--- src/rtl/fpsub_pipe_pkg.sv ---
// Shared FP32 field layout and datapath widths for the fpsub_pipe subtractor.
// FPSUB_ROUND_EN widens the significand path by guard/round/sticky bits.
package fpsub_pipe_pkg;

    localparam int FP32_EXP_W = 8;
    localparam int FP32_MAN_W = 23;
    localparam int FP32_BIAS  = 127;

    typedef struct packed {
        logic                  sign;
        logic [FP32_EXP_W-1:0] exp;
        logic [FP32_MAN_W-1:0] man;
    } fp32_t;

`ifdef FPSUB_ROUND_EN
    localparam int EXT_W = 3;
`else
    localparam int EXT_W = 0;
`endif

    // Aligned significand (hidden one + mantissa + extension) and its sum with carry.
    localparam int SIG_W = FP32_MAN_W + 1 + EXT_W;
    localparam int SUM_W = SIG_W + 1;

    function automatic logic fp32_is_zero(input fp32_t v);
        return v.exp == '0;
    endfunction

endpackage

--- src/rtl/fpsub_pipe_if.sv ---
// Request/response handshake bundle for fpsub_pipe: the producer/consumer side
// uses the master modport, the subtractor uses the slave modport.
interface fpsub_pipe_if;
    logic        in_valid;
    logic        in_ready;
    logic [31:0] reg_A;
    logic [31:0] reg_B;
    logic        out_valid;
    logic        out_ready;
    logic [31:0] out;

    modport master (
        output in_valid, reg_A, reg_B, out_ready,
        input  in_ready, out_valid, out
    );

    modport slave (
        input  in_valid, reg_A, reg_B, out_ready,
        output in_ready, out_valid, out
    );
endinterface

--- src/rtl/fpsub_normalize.sv ---
// Final stage of fpsub_pipe: leading-zero normalize, exponent adjust and pack.
// With FPSUB_ROUND_EN defined it also rounds to nearest-even and renormalizes.
module fpsub_normalize
    import fpsub_pipe_pkg::*;
(
    input  logic [SUM_W-1:0]      i_sum,
    input  logic [FP32_EXP_W-1:0] i_exp,
    input  logic                  i_sign,
    output logic [31:0]           o_result
);
    localparam int LZ_W = 5;

    logic [LZ_W-1:0]       w_lz;
    logic [SIG_W-1:0]      w_m;
    logic [FP32_EXP_W-1:0] w_e;
    logic [FP32_MAN_W-1:0] w_man;
    logic [FP32_EXP_W-1:0] w_e_fin;

    // Highest set bit wins because it is visited last.
    always_comb begin
        w_lz = '0;
        for (int i = 0; i < SIG_W; i++) begin
            if (i_sum[i]) w_lz = LZ_W'(SIG_W - 1 - i);
        end
    end

    always_comb begin
        w_m = '0;
        w_e = i_exp;
        if (i_sum[SUM_W-1]) begin
`ifdef FPSUB_ROUND_EN
            w_m = {i_sum[SUM_W-1:2], |i_sum[1:0]};
`else
            w_m = i_sum[SUM_W-1:1];
`endif
            w_e = i_exp + 8'd1;
        end else begin
            w_m = i_sum[SIG_W-1:0] << w_lz;
            w_e = i_exp - FP32_EXP_W'(w_lz);
        end
    end

`ifdef FPSUB_ROUND_EN
    logic                  w_inc;
    logic [FP32_MAN_W+1:0] w_rnd;

    // w_m[3] is the kept LSB, [2:0] are guard/round/sticky.
    assign w_inc   = w_m[2] & (w_m[1] | w_m[0] | w_m[3]);
    assign w_rnd   = {1'b0, w_m[SIG_W-1:EXT_W]} + {{(FP32_MAN_W+1){1'b0}}, w_inc};
    assign w_man   = w_rnd[FP32_MAN_W+1] ? w_rnd[FP32_MAN_W:1] : w_rnd[FP32_MAN_W-1:0];
    assign w_e_fin = w_e + {{(FP32_EXP_W-1){1'b0}}, w_rnd[FP32_MAN_W+1]};
`else
    assign w_man   = w_m[FP32_MAN_W-1:0];
    assign w_e_fin = w_e;
`endif

    // A clear leading bit after normalization only happens for an all-zero sum.
    assign o_result = w_m[SIG_W-1] ? {i_sign, w_e_fin, w_man} : 32'h0000_0000;

endmodule

--- src/rtl/fpsub_pipe.sv ---
// Three-stage FP32 subtractor (out = A - B) with a global valid/ready stall.
// FPSUB_ROUND_EN selects round-to-nearest-even; otherwise the result is truncated.
module fpsub_pipe
    import fpsub_pipe_pkg::*;
(
    input  logic       clk,
    input  logic       reset,
    fpsub_pipe_if.slave bus
);
    logic                  w_adv;
    fp32_t                 w_a;
    fp32_t                 w_bn;
    fp32_t                 w_x;
    fp32_t                 w_y;
    logic                  w_a_zero;
    logic                  w_b_zero;
    logic                  w_a_ge;
    logic [FP32_EXP_W-1:0] w_diff;
    logic [FP32_MAN_W:0]   w_x_sig24;
    logic [FP32_MAN_W:0]   w_y_sig24;
    logic [SIG_W-1:0]      w_sig_x;
    logic [SIG_W-1:0]      w_sig_y;
    logic [SUM_W-1:0]      w_sum;
    logic [31:0]           w_norm;

    logic                  r1_valid, r1_special, r1_sign, r1_eff_sub;
    logic [31:0]           r1_spec_res;
    logic [FP32_EXP_W-1:0] r1_exp;
    logic [SIG_W-1:0]      r1_sig_x, r1_sig_y;
    logic                  r2_valid, r2_special, r2_sign;
    logic [31:0]           r2_spec_res;
    logic [FP32_EXP_W-1:0] r2_exp;
    logic [SUM_W-1:0]      r2_sum;
    logic                  r_out_valid;
    logic [31:0]           r_out;

    assign w_adv        = !(r_out_valid && !bus.out_ready);
    assign bus.in_ready = w_adv;
    assign bus.out_valid = r_out_valid;
    assign bus.out      = r_out;

    // Subtraction is an addition of A and B with B's sign flipped.
    assign w_a      = bus.reg_A;
    assign w_bn     = {~bus.reg_B[31], bus.reg_B[30:0]};
    assign w_a_zero = fp32_is_zero(w_a);
    assign w_b_zero = fp32_is_zero(w_bn);
    assign w_a_ge   = w_a[30:0] >= w_bn[30:0];
    assign w_x      = w_a_ge ? w_a : w_bn;
    assign w_y      = w_a_ge ? w_bn : w_a;
    assign w_diff   = w_x.exp - w_y.exp;
    assign w_x_sig24 = {1'b1, w_x.man};
    assign w_y_sig24 = {1'b1, w_y.man};

`ifdef FPSUB_ROUND_EN
    logic [4:0]  w_sh;
    logic [49:0] w_wide;

    // Beyond 31 places every bit of Y lands in the sticky field anyway.
    assign w_sh    = (w_diff > 8'd31) ? 5'd31 : w_diff[4:0];
    assign w_wide  = {w_y_sig24, 26'b0} >> w_sh;
    assign w_sig_y = {w_wide[49:24], |w_wide[23:0]};
    assign w_sig_x = {w_x_sig24, 3'b000};
`else
    assign w_sig_y = w_y_sig24 >> w_diff;
    assign w_sig_x = w_x_sig24;
`endif

    assign w_sum = r1_eff_sub ? ({1'b0, r1_sig_x} - {1'b0, r1_sig_y})
                              : ({1'b0, r1_sig_x} + {1'b0, r1_sig_y});

    fpsub_normalize u_norm (
        .i_sum    (r2_sum),
        .i_exp    (r2_exp),
        .i_sign   (r2_sign),
        .o_result (w_norm)
    );

    always_ff @(posedge clk or posedge reset) begin
        if (reset) begin
            r1_valid    <= 1'b0;
            r1_special  <= 1'b0;
            r1_sign     <= 1'b0;
            r1_eff_sub  <= 1'b0;
            r1_spec_res <= '0;
            r1_exp      <= '0;
            r1_sig_x    <= '0;
            r1_sig_y    <= '0;
            r2_valid    <= 1'b0;
            r2_special  <= 1'b0;
            r2_sign     <= 1'b0;
            r2_spec_res <= '0;
            r2_exp      <= '0;
            r2_sum      <= '0;
            r_out_valid <= 1'b0;
            r_out       <= '0;
        end else if (w_adv) begin
            r1_valid    <= bus.in_valid;
            r1_special  <= w_a_zero | w_b_zero;
            r1_spec_res <= w_a_zero ? w_bn : w_a;
            r1_sign     <= w_x.sign;
            r1_eff_sub  <= w_a.sign ^ w_bn.sign;
            r1_exp      <= w_x.exp;
            r1_sig_x    <= w_sig_x;
            r1_sig_y    <= w_sig_y;
            r2_valid    <= r1_valid;
            r2_special  <= r1_special;
            r2_spec_res <= r1_spec_res;
            r2_sign     <= r1_sign;
            r2_exp      <= r1_exp;
            r2_sum      <= w_sum;
            r_out_valid <= r2_valid;
            r_out       <= r2_special ? r2_spec_res : w_norm;
        end
    end

endmodule

--- src/flat_wrapper.sv ---
// flat-port wrapper written by rule: the top's interface ports become plain ports
module fpsub_pipe_flat import fpsub_pipe_pkg::*;
  (clk, reset, bus_in_valid, bus_reg_A, bus_reg_B, bus_out_ready, bus_in_ready, bus_out_valid, bus_out);
  fpsub_pipe_if bus_i ();
  input  logic clk;
  input  logic reset;
  input wire logic [$bits(bus_i.in_valid)-1:0] bus_in_valid;
  input wire logic [$bits(bus_i.reg_A)-1:0] bus_reg_A;
  input wire logic [$bits(bus_i.reg_B)-1:0] bus_reg_B;
  input wire logic [$bits(bus_i.out_ready)-1:0] bus_out_ready;
  output wire logic [$bits(bus_i.in_ready)-1:0] bus_in_ready;
  output wire logic [$bits(bus_i.out_valid)-1:0] bus_out_valid;
  output wire logic [$bits(bus_i.out)-1:0] bus_out;
  assign bus_i.in_valid = bus_in_valid;
  assign bus_i.reg_A = bus_reg_A;
  assign bus_i.reg_B = bus_reg_B;
  assign bus_i.out_ready = bus_out_ready;
  assign bus_in_ready = bus_i.in_ready;
  assign bus_out_valid = bus_i.out_valid;
  assign bus_out = bus_i.out;
  fpsub_pipe u_core (.clk(clk), .reset(reset), .bus(bus_i));
endmodule
--- config.mk ---
export PLATFORM = sky130hd
export DESIGN_NAME = fpsub_pipe_flat
export DESIGN_NICKNAME = d
export VERILOG_FILES = /design/src/rtl/fpsub_pipe_pkg.sv /design/src/rtl/fpsub_pipe_if.sv /design/src/rtl/fpsub_normalize.sv /design/src/rtl/fpsub_pipe.sv /design/src/flat_wrapper.sv
export SDC_FILE = /design/constraint.sdc
export NUM_CORES = 1
export LEC_CHECK = 0
export BUFFER_PORTS_ARGS = -buffer_cell sky130_fd_sc_hd__buf_2
export CORE_MARGIN = 1
export CORE_UTILIZATION = 66
export CTS_CLUSTER_SIZE = 24
export DETAILED_ROUTE_END_ITERATION = 10
export PLACE_DENSITY = 0.95
export SETUP_SLACK_MARGIN = 0.02
export SLEW_MARGIN = 20
export SYNTH_ARGS = -nofsm -noshare
export SYNTH_HDL_FRONTEND = slang
export SYNTH_SLANG_ARGS = --single-unit
--- constraint.sdc ---
create_clock -name clk -period 13.4 [get_ports clk]
set_input_delay 0.67 -clock clk [delete_from_list [all_inputs] [get_ports clk]]
set_output_delay 0.67 -clock clk [all_outputs]
set_load 0.02 [all_outputs]
==> summary.txt <==
Run status
  • Status: complete, no violations

STA
  • Clk_skew: 14.9 ps
  • RSZ-0062 raised after global routing: false
  • Final setup viols: 0
  • Slew headroom: 20.7%
  • Final cycle utilization of the critical path: 36.6%
  • F_max: 0.204 GHz
  • Min Clock Period, post-route: 4910 ps
  • Final TNS setup: 0 ps
  • Max-slew violation count: 0
  • Worst-Margin Slew: 1190 ps
  • Hold Fails Final Rpt: 0

Cells and area
  • Layout cell share with drive strength beyond 1: 12.2%
  • Diode count: 0
  • Design area: 14800 um2
  • Fill count: 1420
  • Area Overhead vs Synth: 8.97%
  • Layout Nets: 1786

Route
  • Met1 wire length: 16300 um
  • Vias post-DR: 12727
  • Routed WL: 41000 um
  • Top Metal Used: met4
  • Metal2 WL: 19300 um
  • Vias per cell: 6.58
  • Drt initial violations: 1467
  • Drt pass-1 iters: 6
  • Antenna Nets Post-Route: 0
  • Drc violations: 0
  • Met3 wire length: 3510 um
  • Routed length per instance: 21.2 um

Clock tree
  • Cts hold-fix bufs: 0
  • Worst-Skew Late Latency: 460 ps
  • Clock sink count: 193
  • Clk pin slew, worst setup/hold paths: 80 ps
  • Cts repair resizes: 0
  • Clock buffer depth: 2
  • Clk root buf: clkbuf_16
  • Clock H-tree levels: 4
  • TritonCTS clock tree: yes
  • CTS buffer count: 17
  • Post-CTS setup repair buffer count: 0

Synthesis
  • Yosys top cell by area: dfrtp_1
  • Syn Nets: 1753
  • Post-synth cell types: 73
  • Cell count after synthesis: 1618
  • Synth Flop Type: dfrtp_1
  • Synth warnings: 0
  • Mapped Avg Cell Area: 8.42 um2
  • Share of the synthesized area in the top cell type: 35.5%
  • Ys async rst share: 100%
  • Synth top area cells: dfrtp_1, mux2i_1, nand2_1, ha_1, a21oi_1
  • Register bit total from synthesis: 193
  • Post-synth EDFFs: 0
  • Cell Area, Synth: 13600 um2
  • Sequential-to-total area share from yosys stat: 35.5%

Placed design
  • Final Wtd Congestion: 0.998
  • Cell Area, Placed: 14200 um2
  • I/O Buffers: 101
  • Hpwl dp: 29800 um

Floorplanning
  • Core region area: 20200 um2
  • Total I/O pin count: 102
  • Row count: 52
  • Die width: 146 um
  • Initial Utilization: 67.3%
  • Die area: 21200 um2
  • Chip Height: 146 um

Pwr
  • Pleak: 6.86 nW
  • Maximum VDD drop: 0.104 mV
  • Cell Pwr Density: 239 nW/um2

Setup path
  • CP Max Fanout: 25
  • Arrival @ worst endpoint: 5220 ps
  • Critical path required time: 13710 ps
  • Kind of critical path: register to register
  • Critical path startpoint category: register
  • CP Capture Type: register

Global route
  • Total GRT Usage: 39.3%
  • Vias in the first global route: 11855
  • Largest net degree at the start of global routing: 258
  • Remaining Overflow, GRT: 0
  • First-pass GRT wire length: 64600 um
  • Initial antenna violation count: 0

Job
  • Max_cap viols: 0

Worst hold path
  • Hold Crit Class: input port to asynchronous set/reset pin
## stage by stage
| step | util, % | setup slack (ps) | instances | hold slack [ps] | power (mW) |
|---|---|---|---|---|---|
| 2_1_floorplan | - | 7470 | 1618 | 430 | 2.39 |
| 3_3_place_gp | 70.2 | 8670 | 1902 | 443 | 2.85 |
| 3_5_place_dp | 70.2 | 8590 | 1902 | 457 | 2.93 |
| 4_1_cts | 73.3 | 8660 | 1934 | 447 | 3.49 |
| 5_1_grt | 73.3 | 7990 | 1934 | 464 | 3.75 |
| 6_report | 73.3 | 8490 | 1934 | 421 | 3.54 |
## layout by cell type (no fill, tap or decap), types with 10 or more instances in the layout
| master | n |
|---|---|
| dfrtp_1 | 193 |
| o211ai_1 | 10 |
| xnor2_1 | 38 |
| buf_4 | 12 |
| nor2b_1 | 11 |
| nor2_1 | 157 |
| mux4_2 | 24 |
| a31oi_1 | 13 |
| nand3_1 | 20 |
| inv_1 | 76 |
| clkbuf_16 | 17 |
| o21bai_1 | 11 |
| nor4_1 | 13 |
| ha_1 | 65 |
| buf_2 | 101 |
| o21ai_0 | 121 |
| nor3_1 | 23 |
| nand2_1 | 284 |
| a221oi_1 | 13 |
| mux2i_1 | 109 |
| a21o_1 | 13 |
| a21oi_1 | 146 |
| a221o_1 | 17 |
| nand2b_1 | 10 |
| xor2_1 | 15 |
## synthesized netlist by cell type, drive strengths merged (10+ instances only)
cell      n
nand2b   10
and2     11
mux2i   110
a221oi   13
a31oi    14
dfrtp   193
o211ai   10
o21ai   122
buf      22
nand2   284
xor2     16
o21bai   11
nor2    158
inv      78
nand3    20
nor4     14
nor3     24
clkbuf   78
a221o    17
a21o     13
xnor2    41
a21oi   146
mux4     24
ha       65
nor2b    12
## state kept, by name (all words and copies together) (netlist names), 8 cells and up
register,flops
u_core.r1_sig_y,24
u_core.r1_exp,8
u_core.bus.out,32
u_core.r2_exp,8
u_core.r2_spec_res,32
u_core.r1_sig_x,24
u_core.r1_spec_res,32
u_core.r2_sum,25
## path summary, 6_finish.rpt
kind                                                    from                                  to  slack, ps  depth (start not counted)
max in group asynchronous                              reset   u_core.r1_spec_res[0]$_DFFE_PP0N_      11790                          3
min in group clk                                bus_in_valid         u_core.r1_valid$_DFFE_PP0N_        440                          3
max reg2reg                    u_core.r1_eff_sub$_DFFE_PP0N_       u_core.r2_sum[24]$_DFFE_PP0N_       8490                         14
min reg2reg                u_core.r1_spec_res[0]$_DFFE_PP0N_   u_core.r2_spec_res[0]$_DFFE_PP0N_        470                          2
max                            u_core.r1_eff_sub$_DFFE_PP0N_       u_core.r2_sum[24]$_DFFE_PP0N_       8490                         14
min                                                    reset  u_core.r1_spec_res[23]$_DFFE_PP0N_        420                          2
## cells by family after synthesis
family	share of synthesized area [%]
and+or+nand+nor	17.9
AOI/OAI and AO/OA	18.8
DFF	35.5
buffers and inverters	5.16
muxes	12.6
adders and majority gates	6.27
xor gates and xnor gates	3.83
## report_power, final
group          internal (mW)  leakage (nW)  total [mW]  switching [mW]
sequential             0.787          2.36        1.02           0.228
combinational          0.790          4.20        1.99            1.20
clock                  0.262         0.305       0.541           0.279
## critical path, stage by stage (launching register included)
cell and delay (ps):
dfrtp_1 890, mux2i_1 290, fa_1 490, a21o_1 170
a21oi_1 230, o21bai_1 100, a21oi_1 420, o21bai_1 130
a21oi_1 390, o211ai_1 160, a31oi_1 360, o21ai_0 280
a2111oi_0 540, or4_1 200, o221ai_1 90
## cell type report
class                      count  area, um2  area share, %
multi-input combinational   1247       8120           54.7
clock buffer                  17        425           2.87
inverter                      78        302           2.03
sequential                   193       4830           32.6
clock inverter                15        206           1.39
timing repair buffer         114        616           4.15
tap                          270        338           2.28
## per-layer routing
layer	global-route usage (%)	up-vias
met1	51.9	6056
met3	6.18	133
met5	0	-
li1	-	5767
met4	19.4	0
met2	63.4	771
Note: power is estimated with default switching activity, not from simulation.
